## src/rtl/add_lanes_pkg.sv

```systemverilog
// Shared types and sizing helpers for the streaming lane adder task.
package add_lanes_pkg;

  typedef enum logic [2:0] {
    IDLE  = 3'd0,
    RUN   = 3'd1,
    DRAIN = 3'd2,
    EOT   = 3'd3,
    DONE  = 3'd4
  } state_t;

  // Sizing for the default 32-bit, 2-lane build; instances derive theirs from sum_w().
  localparam int SUM_W = 32 + $clog2(2);
  localparam logic [31:0] MAX_VAL = {32{1'b1}};

  // Adding num_in values of width bits needs $clog2(num_in) carry bits.
  function automatic int sum_w(input int width, input int num_in);
    return width + $clog2(num_in);
  endfunction

endpackage

```

## src/rtl/add_lanes_tree.sv

```systemverilog
// Combinational N-input unsigned adder; optionally clamps to all ones on overflow.
module add_lanes_tree
  import add_lanes_pkg::*;
#(
  parameter int WIDTH    = 32,
  parameter int NUM_IN   = 2,
  parameter int SATURATE = 0
) (
  input  logic [NUM_IN-1:0][WIDTH-1:0] lanes,
  output logic [WIDTH-1:0]             sum
);

  localparam int LSUM_W = sum_w(WIDTH, NUM_IN);
  localparam logic [WIDTH-1:0] LMAX_VAL = {WIDTH{1'b1}};

  logic [LSUM_W-1:0] acc;
  logic              ovf;

  always_comb begin
    acc = '0;
    for (int i = 0; i < NUM_IN; i++) acc = acc + LSUM_W'(lanes[i]);
  end

  assign ovf = |acc[LSUM_W-1:WIDTH];
  assign sum = ((SATURATE != 0) && ovf) ? LMAX_VAL : acc[WIDTH-1:0];

endmodule

```

## src/rtl/add_lanes_task.sv

```systemverilog
// ap_ctrl_hs leaf task: sums NUM_IN eot-tagged streams element-wise into one stream
// and closes it with an eot token.
module add_lanes_task
  import add_lanes_pkg::*;
#(
  parameter int WIDTH     = 32,
  parameter int NUM_IN    = 2,
  parameter int CNT_W     = 64,
  parameter int SATURATE  = 0,
  parameter int DRAIN_EOT = 1
) (
  input  logic                    ap_clk,
  input  logic                    ap_rst_n,
  input  logic                    ap_start,
  output logic                    ap_done,
  output logic                    ap_idle,
  output logic                    ap_ready,
  input  logic [CNT_W-1:0]        n,
  input  logic [NUM_IN*WIDTH-1:0] in_s_dout,
  input  logic [NUM_IN-1:0]       in_s_dout_eot,
  input  logic [NUM_IN-1:0]       in_s_empty_n,
  output logic [NUM_IN-1:0]       in_s_read,
  output logic [WIDTH-1:0]        c_din,
  output logic                    c_din_eot,
  input  logic                    c_full_n,
  output logic                    c_write
);

  localparam state_t TAIL = (DRAIN_EOT != 0) ? DRAIN : EOT;

  state_t            state;
  logic [CNT_W-1:0]  n_r, cnt;
  logic [NUM_IN-1:0] lane_done, lane_done_nxt;
  logic              out_valid, tok;
  logic [WIDTH-1:0]  sum;
  logic              room, push, fire;

  add_lanes_tree #(
    .WIDTH   (WIDTH),
    .NUM_IN  (NUM_IN),
    .SATURATE(SATURATE)
  ) u_tree (
    .lanes(in_s_dout),
    .sum  (sum)
  );

  assign room = !out_valid || c_full_n;
  assign push = out_valid && c_full_n;
  assign fire = (state == RUN) && (&in_s_empty_n) && room;

  // Draining lanes pop independently until each has seen its own eot.
  always_comb begin
    in_s_read = '0;
    if (fire) in_s_read = '1;
    else if (state == DRAIN) in_s_read = ~lane_done & in_s_empty_n;
  end

  assign lane_done_nxt = lane_done | (in_s_read & in_s_dout_eot);

  assign c_write  = out_valid;
  assign ap_idle  = (state == IDLE);
  assign ap_done  = (state == DONE);
  assign ap_ready = (state == DONE);

  always_ff @(posedge ap_clk) begin
    if (!ap_rst_n) begin
      state     <= IDLE;
      out_valid <= 1'b0;
      tok       <= 1'b0;
      cnt       <= '0;
      n_r       <= '0;
      lane_done <= '0;
      c_din     <= '0;
      c_din_eot <= 1'b0;
    end else begin
      if (push) out_valid <= 1'b0;
      case (state)
        IDLE: if (ap_start) begin
          n_r       <= n;
          cnt       <= '0;
          lane_done <= '0;
          tok       <= 1'b0;
          state     <= (n == '0) ? TAIL : RUN;
        end
        RUN: if (fire) begin
          if (|in_s_dout_eot) begin
            // Early abort: heads are popped but no sum is produced.
            lane_done <= in_s_dout_eot;
            state     <= TAIL;
          end else begin
            out_valid <= 1'b1;
            c_din     <= sum;
            c_din_eot <= 1'b0;
            if (cnt == n_r - CNT_W'(1)) state <= TAIL;
            else cnt <= cnt + CNT_W'(1);
          end
        end
        DRAIN: begin
          lane_done <= lane_done_nxt;
          if (&lane_done_nxt) state <= EOT;
        end
        EOT: begin
          if (!tok) begin
            if (room) begin
              out_valid <= 1'b1;
              c_din     <= '0;
              c_din_eot <= 1'b1;
              tok       <= 1'b1;
            end
          end else if (push) begin
            state <= DONE;
          end
        end
        DONE:    state <= IDLE;
        default: state <= IDLE;
      endcase
    end
  end

endmodule

```

## config.mk

```make
export PLATFORM = sky130hd
export DESIGN_NAME = add_lanes_task
export DESIGN_NICKNAME = d
export VERILOG_FILES = /design/src/rtl/add_lanes_pkg.sv /design/src/rtl/add_lanes_tree.sv /design/src/rtl/add_lanes_task.sv
export SDC_FILE = /design/constraint.sdc
export NUM_CORES = 1
export LEC_CHECK = 0
export ABC_CLOCK_PERIOD_IN_PS = 3500
export CORE_ASPECT_RATIO = 1.4
export CORE_MARGIN = 4
export CORE_UTILIZATION = 50
export CTS_CLUSTER_DIAMETER = 30
export DETAILED_ROUTE_END_ITERATION = 10
export GPL_ROUTABILITY_DRIVEN = 0
export PLACE_DENSITY = 0.78
export SYNTH_ARGS = -nofsm -noshare
export SYNTH_HDL_FRONTEND = slang
export SYNTH_SLANG_ARGS = --single-unit
export TNS_END_PERCENT = 20
```

## constraint.sdc

```tcl
create_clock -name ap_clk -period 3.5 [get_ports ap_clk]
set_input_delay 0.525 -clock ap_clk [delete_from_list [all_inputs] [get_ports ap_clk]]
set_output_delay 0.525 -clock ap_clk [all_outputs]
set_load 0.01 [all_outputs]
```

==> out/qor.csv <==
metric,value,unit
P per Cell Area,527,nW/um^2
Tcrit/Tclk final,96.3,%
Hold Slack,437,ps
Net Sw Power,0.00303,W
die width,135,um
DR iter-0 viols,832,
worst hold path class,in2reg,
total CTS buffers,17,
CTS Hold Bufs,0,
worst-margin pin slew,712,ps
combinational share of power,46.7,%
routed vias/inst,5.94,
die area,25000,sq um
HPWL after detailed placement,27300,um
H-tree levels,4,
Starting Density,51.0,%
Critical Path RT,3890,ps
first-pass GRT wire length,57400,um
layout cell share with drive strength beyond 1,13.9,%
top_reg_cell synth,dfxtp_1,
core area,22000,sq um
Mean Syn Cell Area,7.77,sq um
Ys Warns,0,
nets,1882,
sequential share of power,28.9,%
initial antenna violation count,0,
"Hold Vio Cnt, Final",0,
vias in the first global route,11700,
Pre-Repair DR Iteration Count,5,
unrepaired setup endpoints after global routing,yes,
min Tclk post-route,3370,ps
port bufs,174,
Slew Limit Fails,0,
Mapped Nets,1616,
count of cell types in the netlist,73,
Clk pwr share,24.4,%
Worst-Skew Late Latency,440,ps
Seq cells post-synth,168,
Max Fanout on Critical Path,15,
Gate Count Post-Synth,1446,
Rel. slew slack,52.5,%
CTS Sinks,168,
number of synthesized flops with an enable pin,0,
Post-synth ARST share,0,%
"antenna viol nets, final",0,
drc violations,0,
GRT Overall Usage,28.3,%
P&R area growth vs syn,33.3,%
CTS tree,yes,
Row Count,64,
Setup Skew,8.38,ps
DRT Wirelength,36000,um
synth top area cells,"dfxtp_1, nand2_1, xnor2_1",
Total Power,0.00789,W
Reg2Reg Depth,12,
Max Cap Viol,0,
GRT overflow,0,
final setup fails,0,
outcome,finished clean,
Yosys top cell by area,dfxtp_1,
die height,185,um
Synth top area share,29.9,%
critical path class,reg2reg,
Root Driver,clkbuf_16,
crit start category,flip-flop,
I/O pin total,175,
clock tree buffer depth,2,
Netlist Area Pre-Place,11200,sq um
Pint,0.00486,W
sequential area share after synthesis,29.9,%
critical path arrival,3760,ps
Peak VDD IR,0.394,mV
detailed-route via count,12000,
Sw Ratio,38.4,%
ant diodes,0,
worst hold path stage count,2,
clock-pin slew on the worst setup and hold paths,70,ps
Pleak,5.72,nW
critical path endpoint category,flip-flop,
wire length per cell,17.8,um
largest net degree at the start of global routing,59,
Fmax,297,MHz
-- cells by family (layout without fill, tap and decap cells) --
kind of cell             Yosys count  count (layout)  share of synthesized area [%]
AO/OA/AOI/OAI                    340             341                           20.2
AND/OR/NAND/NOR                  668             668                           31.6
flip-flops                       168             168                           29.9
XOR/XNOR                         116             116                           9.04
adder cells (fa/ha/maj)           34              34                           3.85
buffers and inverters            103             381                           3.80
multiplexers                      17              17                           1.53
-- final cells by class --
class | instances | area, sq um
sequential | 168 | 3370
tap | 297 | 372
clock inverter | 10 | 120
fill | 1799 | 7050
multi-input combinational | 1176 | 7650
inverter | 25 | 93.8
clock buffer | 22 | 474
timing repair buffer | 324 | 2900
-- worst max-delay path, stage by stage, from the launching register on --
cell	delay (ps)
dfxtp_1	350
nor4_2	300
nand4_2	180
or4_4	610
buf_4	190
o31a_1	230
a31oi_1	180
nor4_1	80
and3_4	170
and2_4	200
o21a_4	260
or4_1	480
nand2_1	80
-- power by group through the flow --
| stage | Combinational (W) | Clock (W) | Sequential (W) |
|---|---|---|---|
| after detailed placement | 0.00345 | 0 | 0.00232 |
| final | 0.00368 | 0.00193 | 0.00228 |
| after CTS | 0.00349 | 0.00195 | 0.00228 |
| after floorplan | 0.00207 | 0 | 0.00231 |
| after global placement | 0.00339 | 0 | 0.00231 |
| after global routing | 0.00401 | 0.00203 | 0.00230 |
-- flip-flops by register name, indices dropped and copies added (netlist names) --
signal and cells:
c_write 1, state 3, n_r 64, cnt 64
lane_done 2, c_din_eot 1, tok 1, c_din 32
-- synth_stat cells, drive strengths merged (15+ instances only) --
master	count
nand2	219
dfxtp	168
a21oi	78
xnor2	77
a21boi	69
o21ai	68
nor2	62
clkbuf	61
nand3	48
nand4	48
or3	48
nor4	46
nor2b	42
nor3	41
xor2	39
ha	33
inv	25
and3	23
or4	20
a22oi	18
buf	17
mux2i	16
and2	15
nand2b	15
-- final timing paths --
path	endpoint	slack [ps]	start
max	cnt[4]	130	n_r[33]
min	n_r[1]	440	ap_rst_n
max reg2reg	cnt[4]	130	n_r[33]
min reg2reg	c_din[15]	480	c_din[15]
-- metrics by stage --
stage	area, sq um	setup TNS, ps	cells	worst slack [ps]	util, %
2_1_floorplan	11300	0	1446	11.3	-
3_3_place_gp	14200	-1450	1983	-332	64.3
3_5_place_dp	14200	-5760	1983	-482	64.3
4_1_cts	14800	0	2015	3.81	67.1
5_1_grt	15000	-199	2022	-40.3	68.0
6_report	15000	0	2022	128	68.0
-- routing by layer --
layer | part of all wire, % | track usage, % | vias to the layer above | routed length (um)
li1 | - | - | 5806 | -
met1 | 36 | 30.2 | 5604 | 13000
met2 | 51 | 50.7 | 498 | 18200
met3 | 7.8 | 7.64 | 107 | 2830
met4 | 5.3 | 15.0 | 0 | 1930
met5 | 0 | 0 | - | 0
-- cell usage in the layout (no fill, tap or decap), types with 18 or more instances in the layout --
master | synthesis | routed
o21ai_0 | 63 | 62
a21oi_1 | 78 | 77
dfxtp_1 | 168 | 165
nand4_1 | 47 | 47
xor2_1 | 39 | 39
nor2b_1 | 42 | 42
ha_1 | 33 | 32
nand3_1 | 48 | 47
nand2_1 | 219 | 218
clkdlybuf4s50_1 | 0 | 173
a21boi_0 | 69 | 68
or3_1 | 48 | 48
xnor2_1 | 77 | 77
nor4_1 | 41 | 36
nor2_1 | 61 | 58
a22oi_1 | 18 | 18
buf_4 | 2 | 147
inv_1 | 25 | 25
and3_1 | 22 | 22
nor3_1 | 39 | 33
-- timing repair --
action	CTS	global route
setup buffers	0	6
pin swaps	0	11
gates resized for setup	4	34
setup endpoints to repair	62	72
cloned	0	1
No activity file was read; power rests on OpenSTA's default activity.
